## src/rtl/decode_pipe.sv

```systemverilog
// Instruction decode stage: decodes at enqueue into a DEPTH-entry circular FIFO.
// Optional macro FPU_DECODE_EN adds decode of the single-precision load/store/op opcodes.
module decode_pipe #(
  parameter int unsigned DEPTH = 2,
  parameter int unsigned PC_W  = 32
) (
  input  logic            clk,
  input  logic            rst,
  input  logic            in_valid,
  output logic            in_ready,
  input  logic [31:0]     in_instr,
  input  logic [PC_W-1:0] in_pc,
  input  logic            flush,
  output logic            out_valid,
  input  logic            out_ready,
  output logic [11:0]     out_ctrl,
  output logic            out_illegal,
  output logic [4:0]      out_rd,
  output logic [4:0]      out_rs1,
  output logic [4:0]      out_rs2,
  output logic [2:0]      out_funct3,
  output logic [PC_W-1:0] out_pc,
  output logic [7:0]      illegal_cnt
);

  localparam int unsigned PtrW = (DEPTH > 1) ? $clog2(DEPTH) : 1;
  localparam int unsigned CntW = PtrW + 1;

  typedef struct packed {
    logic       fpu_en;
    logic       mul_en;
    logic       branch;
    logic       mem_read;
    logic       mem_to_reg;
    logic       mem_write;
    logic       alu_src;
    logic       reg_write;
    logic [1:0] jump;
    logic [1:0] alu_op;
  } ctrl_t;

  typedef struct packed {
    ctrl_t           ctrl;
    logic            illegal;
    logic [4:0]      rd;
    logic [4:0]      rs1;
    logic [4:0]      rs2;
    logic [2:0]      funct3;
    logic [PC_W-1:0] pc;
  } entry_t;

  // Opcode constants
  localparam logic [6:0] OpReg    = 7'b0110011;
  localparam logic [6:0] OpImm    = 7'b0010011;
  localparam logic [6:0] OpLoad   = 7'b0000011;
  localparam logic [6:0] OpStore  = 7'b0100011;
  localparam logic [6:0] OpBranch = 7'b1100011;
  localparam logic [6:0] OpJal    = 7'b1101111;
  localparam logic [6:0] OpJalr   = 7'b1100111;
  localparam logic [6:0] OpLui    = 7'b0110111;
  localparam logic [6:0] OpAuipc  = 7'b0010111;
`ifdef FPU_DECODE_EN
  localparam logic [6:0] OpFload  = 7'b0000111;
  localparam logic [6:0] OpFstore = 7'b0100111;
  localparam logic [6:0] OpFp     = 7'b1010011;
`endif

  localparam logic [6:0] F7Base = 7'b0000000;
  localparam logic [6:0] F7Alt  = 7'b0100000;
  localparam logic [6:0] F7Mul  = 7'b0000001;

  // ---------------------------------------------------------------------------
  // Decoder
  // ---------------------------------------------------------------------------
  logic [6:0] opcode;
  logic [6:0] funct7;
  ctrl_t      dec_ctrl;
  logic       dec_illegal;

  assign opcode = in_instr[6:0];
  assign funct7 = in_instr[31:25];

  always_comb begin
    dec_ctrl    = '0;
    dec_illegal = 1'b0;
    if (in_instr[1:0] != 2'b11) begin
      dec_illegal = 1'b1;
    end else begin
      case (opcode)
        OpReg: begin
          if (funct7 == F7Base || funct7 == F7Alt || funct7 == F7Mul) begin
            dec_ctrl.reg_write = 1'b1;
            dec_ctrl.alu_op    = 2'b10;
            dec_ctrl.mul_en    = (funct7 == F7Mul);
          end else begin
            dec_illegal = 1'b1;
          end
        end
        OpImm: begin
          dec_ctrl.alu_src   = 1'b1;
          dec_ctrl.reg_write = 1'b1;
          dec_ctrl.alu_op    = 2'b10;
        end
        OpLoad: begin
          dec_ctrl.mem_read   = 1'b1;
          dec_ctrl.mem_to_reg = 1'b1;
          dec_ctrl.alu_src    = 1'b1;
          dec_ctrl.reg_write  = 1'b1;
        end
        OpStore: begin
          dec_ctrl.mem_write = 1'b1;
          dec_ctrl.alu_src   = 1'b1;
        end
        OpBranch: begin
          dec_ctrl.branch = 1'b1;
          dec_ctrl.alu_op = 2'b01;
        end
        OpJal: begin
          dec_ctrl.reg_write = 1'b1;
          dec_ctrl.jump      = 2'b10;
        end
        OpJalr: begin
          dec_ctrl.alu_src   = 1'b1;
          dec_ctrl.reg_write = 1'b1;
          dec_ctrl.jump      = 2'b01;
        end
        OpLui, OpAuipc: begin
          dec_ctrl.alu_src   = 1'b1;
          dec_ctrl.reg_write = 1'b1;
          dec_ctrl.alu_op    = 2'b11;
        end
`ifdef FPU_DECODE_EN
        OpFload: begin
          dec_ctrl.fpu_en     = 1'b1;
          dec_ctrl.mem_read   = 1'b1;
          dec_ctrl.mem_to_reg = 1'b1;
          dec_ctrl.alu_src    = 1'b1;
          dec_ctrl.reg_write  = 1'b1;
        end
        OpFstore: begin
          dec_ctrl.fpu_en    = 1'b1;
          dec_ctrl.mem_write = 1'b1;
          dec_ctrl.alu_src   = 1'b1;
        end
        OpFp: begin
          dec_ctrl.fpu_en    = 1'b1;
          dec_ctrl.reg_write = 1'b1;
        end
`endif
        default: dec_illegal = 1'b1;
      endcase
    end
  end

  entry_t wr_entry;

  always_comb begin
    wr_entry         = '0;
    wr_entry.ctrl    = dec_ctrl;
    wr_entry.illegal = dec_illegal;
    wr_entry.rd      = in_instr[11:7];
    wr_entry.rs1     = in_instr[19:15];
    wr_entry.rs2     = in_instr[24:20];
    wr_entry.funct3  = in_instr[14:12];
    wr_entry.pc      = in_pc;
  end

  // ---------------------------------------------------------------------------
  // FIFO
  // ---------------------------------------------------------------------------
  entry_t          mem_q [DEPTH];
  logic [PtrW-1:0] wr_ptr_q, wr_ptr_d;
  logic [PtrW-1:0] rd_ptr_q, rd_ptr_d;
  logic [CntW-1:0] count_q, count_d;
  logic [7:0]      illegal_cnt_q, illegal_cnt_d;
  logic            full;
  logic            empty;
  logic            push;
  logic            pop;

  assign full  = (count_q == CntW'(DEPTH));
  assign empty = (count_q == '0);

  // Gating on rst keeps the handshake quiet while the synchronous reset is pending.
  assign in_ready  = !rst && !full && !flush;
  assign out_valid = !rst && !empty;
  assign push      = in_valid && in_ready;
  assign pop       = out_valid && out_ready && !flush;

  always_comb begin
    wr_ptr_d      = wr_ptr_q;
    rd_ptr_d      = rd_ptr_q;
    count_d       = count_q;
    illegal_cnt_d = illegal_cnt_q;
    if (flush) begin
      wr_ptr_d = '0;
      rd_ptr_d = '0;
      count_d  = '0;
    end else begin
      if (push) begin
        wr_ptr_d = (wr_ptr_q == PtrW'(DEPTH - 1)) ? '0 : wr_ptr_q + PtrW'(1);
      end
      if (pop) begin
        rd_ptr_d = (rd_ptr_q == PtrW'(DEPTH - 1)) ? '0 : rd_ptr_q + PtrW'(1);
      end
      unique case ({push, pop})
        2'b10:   count_d = count_q + CntW'(1);
        2'b01:   count_d = count_q - CntW'(1);
        default: count_d = count_q;
      endcase
    end
    if (push && dec_illegal && illegal_cnt_q != 8'hFF) begin
      illegal_cnt_d = illegal_cnt_q + 8'd1;
    end
  end

  always_ff @(posedge clk) begin
    if (rst) begin
      wr_ptr_q      <= '0;
      rd_ptr_q      <= '0;
      count_q       <= '0;
      illegal_cnt_q <= '0;
    end else begin
      wr_ptr_q      <= wr_ptr_d;
      rd_ptr_q      <= rd_ptr_d;
      count_q       <= count_d;
      illegal_cnt_q <= illegal_cnt_d;
    end
  end

  // Storage is not reset; entries are only observable through the count.
  always_ff @(posedge clk) begin
    if (push) begin
      mem_q[wr_ptr_q] <= wr_entry;
    end
  end

  // ---------------------------------------------------------------------------
  // Head outputs, zeroed when nothing is valid
  // ---------------------------------------------------------------------------
  entry_t head;

  always_comb begin
    head = '0;
    if (out_valid) begin
      head = mem_q[rd_ptr_q];
    end
  end

  assign out_ctrl    = head.ctrl;
  assign out_illegal = head.illegal;
  assign out_rd      = head.rd;
  assign out_rs1     = head.rs1;
  assign out_rs2     = head.rs2;
  assign out_funct3  = head.funct3;
  assign out_pc      = head.pc;
  assign illegal_cnt = illegal_cnt_q;

endmodule

```

## config.mk

```make
export PLATFORM = sky130hd
export DESIGN_NAME = decode_pipe
export DESIGN_NICKNAME = d
export VERILOG_FILES = /design/src/rtl/decode_pipe.sv
export SDC_FILE = /design/constraint.sdc
export NUM_CORES = 1
export LEC_CHECK = 0
export BUFFER_PORTS_ARGS = -buffer_cell sky130_fd_sc_hd__buf_4
export CORE_MARGIN = 5
export CORE_UTILIZATION = 35
export CTS_CLUSTER_DIAMETER = 60
export DETAILED_ROUTE_END_ITERATION = 12
export PLACE_DENSITY = 0.57
export SETUP_SLACK_MARGIN = 0.3
export SLEW_MARGIN = 20
export SYNTH_ARGS = -nofsm -noshare
export SYNTH_HDL_FRONTEND = slang
export SYNTH_SLANG_ARGS = --single-unit
```

## constraint.sdc

```tcl
create_clock -name clk -period 9.29 [get_ports clk]
set_input_delay 2.3225 -clock clk [delete_from_list [all_inputs] [get_ports clk]]
set_output_delay 2.3225 -clock clk [all_outputs]
set_load 0.005 [all_outputs]
```

---- Yosys cells after proc, flatten, opt, wreduce, memory -nomap -nowiden ----
Memories as Yosys holds them, arrays and structs flattened. A register that Yosys moved wholly into a read port is not among the register bits.
Cells that the tools add are included.
storage, ports and cells
  register bits ........................... 12
  bits in writable memories ............... 124
  input port bits ......................... 69
  output and inout bits ................... 73
  memories ................................ 1
memory list
  memory  depth  width  read ports  clocked after memory_dff  write ports  line  text
  mem_q   2      62     1           1                         1            171   entry_t mem_q [DEPTH];
operators by class
  add/subtract/negate cells ............... 5
  equal/unequal tests ..................... 16
  multiplexer cells ....................... 23
  reductions and logical operators ........ 22
operator list
  operator                                                                count
  63-bit 2-to-1 mux                                                       1
  7-bit by 6-bit equality test with 1-bit output (second input constant)  4
  7-bit equality test (second input constant)                             3
  7-bit by 5-bit equality test with 1-bit output (second input constant)  2
  1-bit 2-to-1 mux                                                        14
  6-bit OR reduction                                                      2
  11-bit 2-to-1 mux                                                       1
  8-bit by 1-bit adder with 8-bit output (second input constant)          1
  1-bit logical AND                                                       8
  8-bit != test (second input constant)                                   1
  2-bit one-hot mux with 2 select lines                                   2
  2-bit one-hot mux with 4 select lines                                   1
  8-bit OR reduction                                                      1
  7-bit by 1-bit equality test with 1-bit output (second input constant)  1
  7-bit by 2-bit equality test with 1-bit output (second input constant)  1
  7-bit zero test                                                         1
  2-bit equality test (second input constant)                             2
  1-bit zero test                                                         4
  2-bit 2-to-1 mux                                                        2
  1-bit one-hot mux with 2 select lines                                   2
  2-bit OR reduction                                                      2
  1-bit adder (second input constant)                                     2
  2-bit by 1-bit adder with 2-bit output (second input constant)          1
  2-bit by 1-bit equality test with 1-bit output (second input constant)  1
  other kinds (5)                                                         6

---- Logic depth before layout (Yosys ltp) ----
Gate-level depths: netlist of the first run.
  word-level depth ........................ 8
  depth in mapped cells ................... 9

---- Worst setup path after synthesis of the first run ----
No wires, ideal clock.
  path type ............................... input to register
  from .................................... in flush
  to ...................................... mem mem_q[0][0] (netlist bit), enable pin
  arrival time ............................ 5.354 ns
  setup slack ............................. 3.456 ns
  cell stages on the path ................. 5
  path buffers ............................ 1
  cell sequence ........................... nor2_1 -> and3_1 -> clkbuf_2 -> inv_1 -> nor2_1
on the way
  longest elaborated chain between the ends .. 5
RTL lines
  item                                    line  text
  from (decl)                             13    input logic flush,
  1-bit zero test                         185   assign in_ready = !rst && !full && !flush;
  1-bit logical AND                       185
  1-bit logical AND                       187   assign push = in_valid && in_ready;
  1-bit 2-to-1 mux                        233   if (push) begin
  1-bit 2-to-1 mux (implied by the code)  234   mem_q[wr_ptr_q] <= wr_entry;
  to (decl)                               171
No other way between the ends.

---- Worst setup path after layout of the first run ----
  from .................................... in rst
  to ...................................... out out_pc[1]
on the way
  longest elaborated chain between the ends .. 3
RTL lines
  item               line  text
  from (decl)        8     input logic rst,
  1-bit zero test    186   assign out_valid = !rst && !empty;
  1-bit logical AND  186
  63-bit 2-to-1 mux  245   if (out_valid) begin
  to (decl)          22    output logic [PC_W-1:0] out_pc,
No other way between the ends.

==> results.ini, run 1 <==
[status]
status = complete, no violations

[critical_path]
cp_slowest_stage_delay_ps = 530
reg2reg_slack_ps = 6590
critical-path-slowest-cell = buf_4
r2r_cells = 5
crit_type = in -> out
required_ps = 6970
crit_top_cell = buf_4
critPathLaunchType = input pin
crit_chain = buf_4 > inv_1 > o21ai_4 > buf_4 > nor2_1 > buf_4
worstPathArrival_ps = 3590
timing.rr.start = count_q[0]
r2r-end = mem_q[0][49]
worstSetupEndpointType = output pin
critPathBufInv = 4
cp_max_fo = 63
cpLargestDelayFamily = buffers and inverters

[placed_design]
post-place-ws_ps = 3360
gp_congestion = 0.7784
dpl.hpwl_um = 7548
place_inst = 707
portBuffers = 140

[timing]
period_share = 0.6365
rsz0062_at_grt = false
fin_worst_skew_ps = 9.790
tightest_slew_ps = 724.4
finalHoldViolations = 0
slew_headroom = 0.5159
setup_tns_ps = 0
finalCriticalPeriod_ps = 5913
layout_setup_ws_ps = 3377
final_max_slew_viol_count = 0
holdWs_ps = 538.7
setup_viol = 0
clock.fmax_ghz = 0.1691

[global_routing]
overflow = 0
grt_pass1_wl_um = 17970
grt_pass1_vias = 3436
grt_max_degree = 64
track_usage = 0.1291
antenna_found_initial = 0

[floorplanning]
start_util = 0.3574
die-area_mm2 = 0.01818
die_w_um = 134.8
die_h_um = 134.8
core_mm2 = 0.01526
io_pins = 142
row_count = 45

[routing]
wire_per_inst_um = 15.41
postRouteAntennaNets = 0
first_iter_violations = 219
firstDrtPassIters = 4
via_per_inst = 4.719
drc = 0
num_vias = 3492
wirelength_um = 11400

[hold_path]
min_to = illegal_cnt[7]
min-delay-start = illegal_cnt[7]
min_path_type = reg -> reg
hold_depth = 1

[clock_tree]
htree_levels = 4
cts_tree = done
cts-root-buf = clkbuf_16
clkSinkCount = 135
clockBufferDepth = 2
postCtsHoldBufs = 0
cts_setup_buffers = 0
cts.repair.resized = 0
insertion_delay_ps = 410
cts.clk_slew.worst_paths_ps = 60
numCtsBuffers = 17

[synthesis]
synth_top_area_cell = edfxtp_1
synth_area_mm2 = 0.005453
synth_nets = 444
synthTopCellsByArea = edfxtp_1 67%, mux2i_1 11%, nor2_1 5.0%, dfxtp_1 4.8%, a21oi_1 0.73%
syn_inst = 373
async_flop_share = 0
synthesis.area_per_instance_um2 = 14.62
yosysWarnings = 0
synth-seq-cells = 135
synth.distinct_cells = 45
synth_edf_count = 122
synth_flop_cell = edfxtp_1
synth_top_area_frac = 0.6719
ys_seq_area_frac = 0.7196

[final_layout]
syn_to_final_growth_pct = 34.05
drive_above_1_share = 0.3384
n_antenna_cell = 0
final_util = 0.4790
finalNonFillerCells = 740
nets = 587

[power_and_ir_drop]
power_density_mw_per_mm2 = 188.1
p_leak_nw = 2.631
ir_worst_vdd_mv = 0.1224

[job]
drv_cap = 0

kinds of logic (layout without fill, tap and decap cells):
group	count (synthesis)	count (layout)	synth area share
compound gates	24	24	0.03098
xor+xnor	5	5	0.008033
fa+ha+maj	2	2	0.004589
buf+inv	27	183	0.02386
flops	135	135	0.7196
mux	62	62	0.1138
other cells	1	1	0.0006877
simple gates	117	117	0.09844
flip-flops by register name, summed over array words and instances, names as in the netlist, named ones only:
signal	count
mem_q	122
illegal_cnt	8
count_q	2
rd_ptr_q	1
wr_ptr_q	1
cell usage after synthesis, types with 3 or more instances:
| cell type | n |
|---|---|
| a21oi_1 | 8 |
| xnor2_1 | 3 |
| clkbuf_1 | 8 |
| o21ai_0 | 5 |
| nand2_1 | 7 |
| buf_1 | 3 |
| mux2i_1 | 62 |
| edfxtp_1 | 122 |
| nor2_1 | 72 |
| inv_1 | 5 |
| nand4_1 | 5 |
| and3_1 | 5 |
| dfxtp_1 | 13 |
| nor3_1 | 8 |
| buf_2 | 4 |
| nand3_1 | 5 |
cells in the final DEF (no fill, tap or decap), drive strengths merged, types with 2 or more instances in the layout:
cell type	instances
inv	7
bufinv	3
xnor2	3
a21oi	8
nor3	8
clkbuf	21
nor4	2
or3	2
and3	6
nand3	5
nand2	7
o311ai	2
nand4	5
buf	144
clkinv	7
xor2	2
ha	2
and2	2
nor2	72
mux2i	62
edfxtp	122
dfxtp	13
o21ai	6
layer usage:
metal	global-route usage	vias to the layer above	part of all wire
met5	0	-	0
met4	0.05656	0	0.018
met1	0.1640	1674	0.42
li1	-	1673	-
met3	0.04732	19	0.086
met2	0.1984	126	0.47
worst max-delay path by stage:
| stage | startpoint | endpoint | cells past startpoint |
|---|---|---|---|
| 3_5_place_dp | rst | out_pc[1] | 6 |
| 3_3_place_gp | rst | out_pc[1] | 6 |
| 4_1_cts | rst | out_pc[1] | 6 |
| 5_1_grt | rst | out_pc[5] | 6 |
| 2_1_floorplan | flush | mem_q[0][0] | 5 |
| 6_report | rst | out_pc[1] | 6 |
final cells by class:
cell class	instances	area [um^2]
fill	1360	7949
multi-input combinational	211	1419
timing repair buffer	144	1101
clock inverter	11	131.4
clock buffer	21	440.4
sequential	135	3928
tap	211	264.0
inverter	7	26.28
metrics by stage:
| stage | instance area [um^2] | power, mW |
|---|---|---|
| after floorplan | 5453 | 0.7066 |
| after global placement | 6710 | 0.7399 |
| after detailed placement | 6710 | 0.7420 |
| after CTS | 7282 | 1.393 |
| after global routing | 7310 | 1.427 |
| final | 7310 | 1.375 |
where the power goes:
part	leakage, nW	internal [mW]	switching, mW
sequential	1.22	0.671	0.00301
clock	0.275	0.417	0.229
combinational	1.14	0.0289	0.0263
total	2.63	1.12	0.259
Power figures use the tool's default switching activity.
==> inputs of run 2 (changes only) <==
Settings changed: ABC_AREA from default to 1, PLACE_DENSITY 0.57 to 0.56.
Clock period 9.29 ns to 5.7 ns, I/O delays scaled along.
==> results.ini, run 2 <==
[synthesis]
synth_edf_count = 122
synthTopCellsByArea = edfxtp_1 62%, mux2_2 12%, inv_1 6.0%, nand2_1 6.0%, dfxtp_1 4.4%
muxShareOfSynthArea = 0.1162
synth-simple-area-share = 0.1213
synth_top_area_frac = 0.6198
async_flop_share = 0
synth_area_mm2 = 0.005911
syn_inst = 492
synth.most_common_cell = edfxtp_1
synth_top_area_cell = edfxtp_1
synth_flop_cell = edfxtp_1
synthAdderAreaFrac = 0.004234
synthTopCellsByCount = 122 x edfxtp_1, 95 x inv_1, 94 x nand2_1, 61 x mux2_2, 26 x nor2_1
synth_top_family_by_area = simple AND/OR/NAND/NOR gates
synth-seq-cells = 135
synthesis.area_per_instance_um2 = 12.01
ys_seq_area_frac = 0.6638
synth_compound_area_frac = 0.01291
synth.distinct_cells = 27
synth_xor_area_frac = 0.001482
synth_nets = 563
yosysWarnings = 0

[routing]
wire_per_inst_um = 14.17
wirelength_um = 12350
drc = 0
via_per_inst = 4.493
postRouteAntennaNets = 0
firstDrtPassIters = 4
first_iter_violations = 248
num_vias = 3913

[timing]
setup_viol = 0
period_share = 0.7030
setup_tns_ps = 0
layout_setup_ws_ps = 1693
tightest_slew_ps = 1048
rsz0062_at_grt = false
finalHoldViolations = 0
slew_headroom = 0.3010
final_max_slew_viol_count = 0
fin_worst_skew_ps = 4.520
clock.fmax_ghz = 0.2496
finalCriticalPeriod_ps = 4007

[floorplanning]
row_count = 47
io_pins = 142
start_util = 0.3564
core_mm2 = 0.01658
die-area_mm2 = 0.01959
die_h_um = 140.0
die_w_um = 140.0

[placed_design]
place_inst = 839
portBuffers = 140
post-place-ws_ps = 1667
dpl.hpwl_um = 8403
placed_area_mm2 = 0.007222
gp_congestion = 0.7629

[critical_path]
reg2reg_slack_ps = 3400
cp_max_fo = 62
worstSetupEndpointType = output pin
r2r-end = mem_q[0][17]
crit_type = in -> out
timing.rr.start = count_q[0]
crit_start = rst
critPathCapture = out_pc[9]
r2r_cells = 5
critPathLaunchType = input pin
worstPathArrival_ps = 2580
required_ps = 4280

[final_layout]
finalNonFillerCells = 871
top_register = mem_q
post-route-cell-area_mm2 = 0.007840
nets = 709
most-common-layout-cells = 142 x buf_4, 122 x edfxtp_1, 95 x inv_1, 94 x nand2_1, 61 x mux2_2
largest_reg_flops = 122
syn_to_final_growth_pct = 32.64
layout_commonest_cell = buf_4
drive_above_1_share = 0.4009
n_antenna_cell = 0

[global_routing]
grt_pass1_wl_um = 19710
overflow = 0
grt_pass1_vias = 3972
antenna_found_initial = 0
grt_max_degree = 63
track_usage = 0.1275

[clock_tree]
postCtsHoldBufs = 0
cts-root-buf = clkbuf_16
clockBufferDepth = 2
numCtsBuffers = 17
htree_levels = 4
cts_setup_buffers = 0
cts_tree = done
cts.repair.resized = 0
cts.clk_slew.worst_paths_ps = 60
clkSinkCount = 135
insertion_delay_ps = 420

[power_and_ir_drop]
combPwrFrac = 0.046
swShare = 0.2081
power_switching_mw = 0.4862
p_leak_nw = 3.521
p_clk_frac = 0.483
power_density_mw_per_mm2 = 298.1
intPower_mw = 1.851
p_seq_frac = 0.471
ir_worst_vdd_mv = 0.1872

[hold_path]
hold_depth = 2
min_path_type = reg -> reg

[job]
drv_cap = 0

[status]
status = complete, no violations

[run 2: cell types whose count changed after synthesis, sizes merged, moves of 8 or more]
cell,previous run,this run
mux2,0,61
nand3,5,13
nor2,72,31
mux2i,62,0
nand2,7,100
inv,7,100
nand4,5,13
[run 2: critical path, cell delays in order]
cell and delay (ps):
buf_4 130, nor2_4 80, buf_4 510, nand2_1 130, inv_1 110, buf_4 110
[run 2: layout make-up]
cell class                      instances  area (um^2)
Multi-Input combinational cell        240         1540
Fill cell                            1529         8743
Clock buffer                           17        425.4
Sequential cell                       135         3925
Inverter                              100        375.4
Tap cell                              220        275.3
Clock inverter                         15        192.7
Timing Repair Buffer                  144         1106
[run 2: routing by layer]
metal,track usage,wire length (um)
met5,0,0
met4,0.04946,181
met3,0.04090,683
met2,0.1980,5904
met1,0.1670,5576
[run 2: power by group through the flow]
stage / Combinational, mW / Clock (mW) / Sequential (mW)
CTS: 0.110 / 1.15 / 1.10
detailed placement: 0.109 / 0 / 1.12
floorplan: 0.0460 / 0 / 1.12
global placement: 0.106 / 0 / 1.12
finish: 0.108 / 1.13 / 1.10
global route: 0.120 / 1.20 / 1.10
[run 2: stage by stage]
stage	utilization	hold slack, ps	total power [mW]
6_report	0.4728	494.5	2.337
5_1_grt	0.4728	520.6	2.426
4_1_cts	0.4728	490.1	2.365
3_5_place_dp	0.4355	473.1	1.231
3_3_place_gp	0.4355	458.0	1.228
2_1_floorplan	-	457.9	1.168
[run 2: logic make-up (layout without fill, tap and decap cells)]
group	count (synthesis)	count (layout)
xor gates and xnor gates	1	1
AOI/OAI and AO/OA	14	14
and+or+nand+nor	161	161
muxes	61	61
buffers and inverters	117	276
other	1	1
adders and majority gates	2	2
DFF	135	135
[run 2: worst min path at each step]
stage | from | endpoint | slack (ps)
floorplan | rd_ptr_q | flip-flop | 460
global placement | rd_ptr_q | flip-flop | 460
detailed placement | rd_ptr_q | flip-flop | 470
CTS | rd_ptr_q | flip-flop | 490
global route | rd_ptr_q | flip-flop | 520
finish | rd_ptr_q | flip-flop | 490
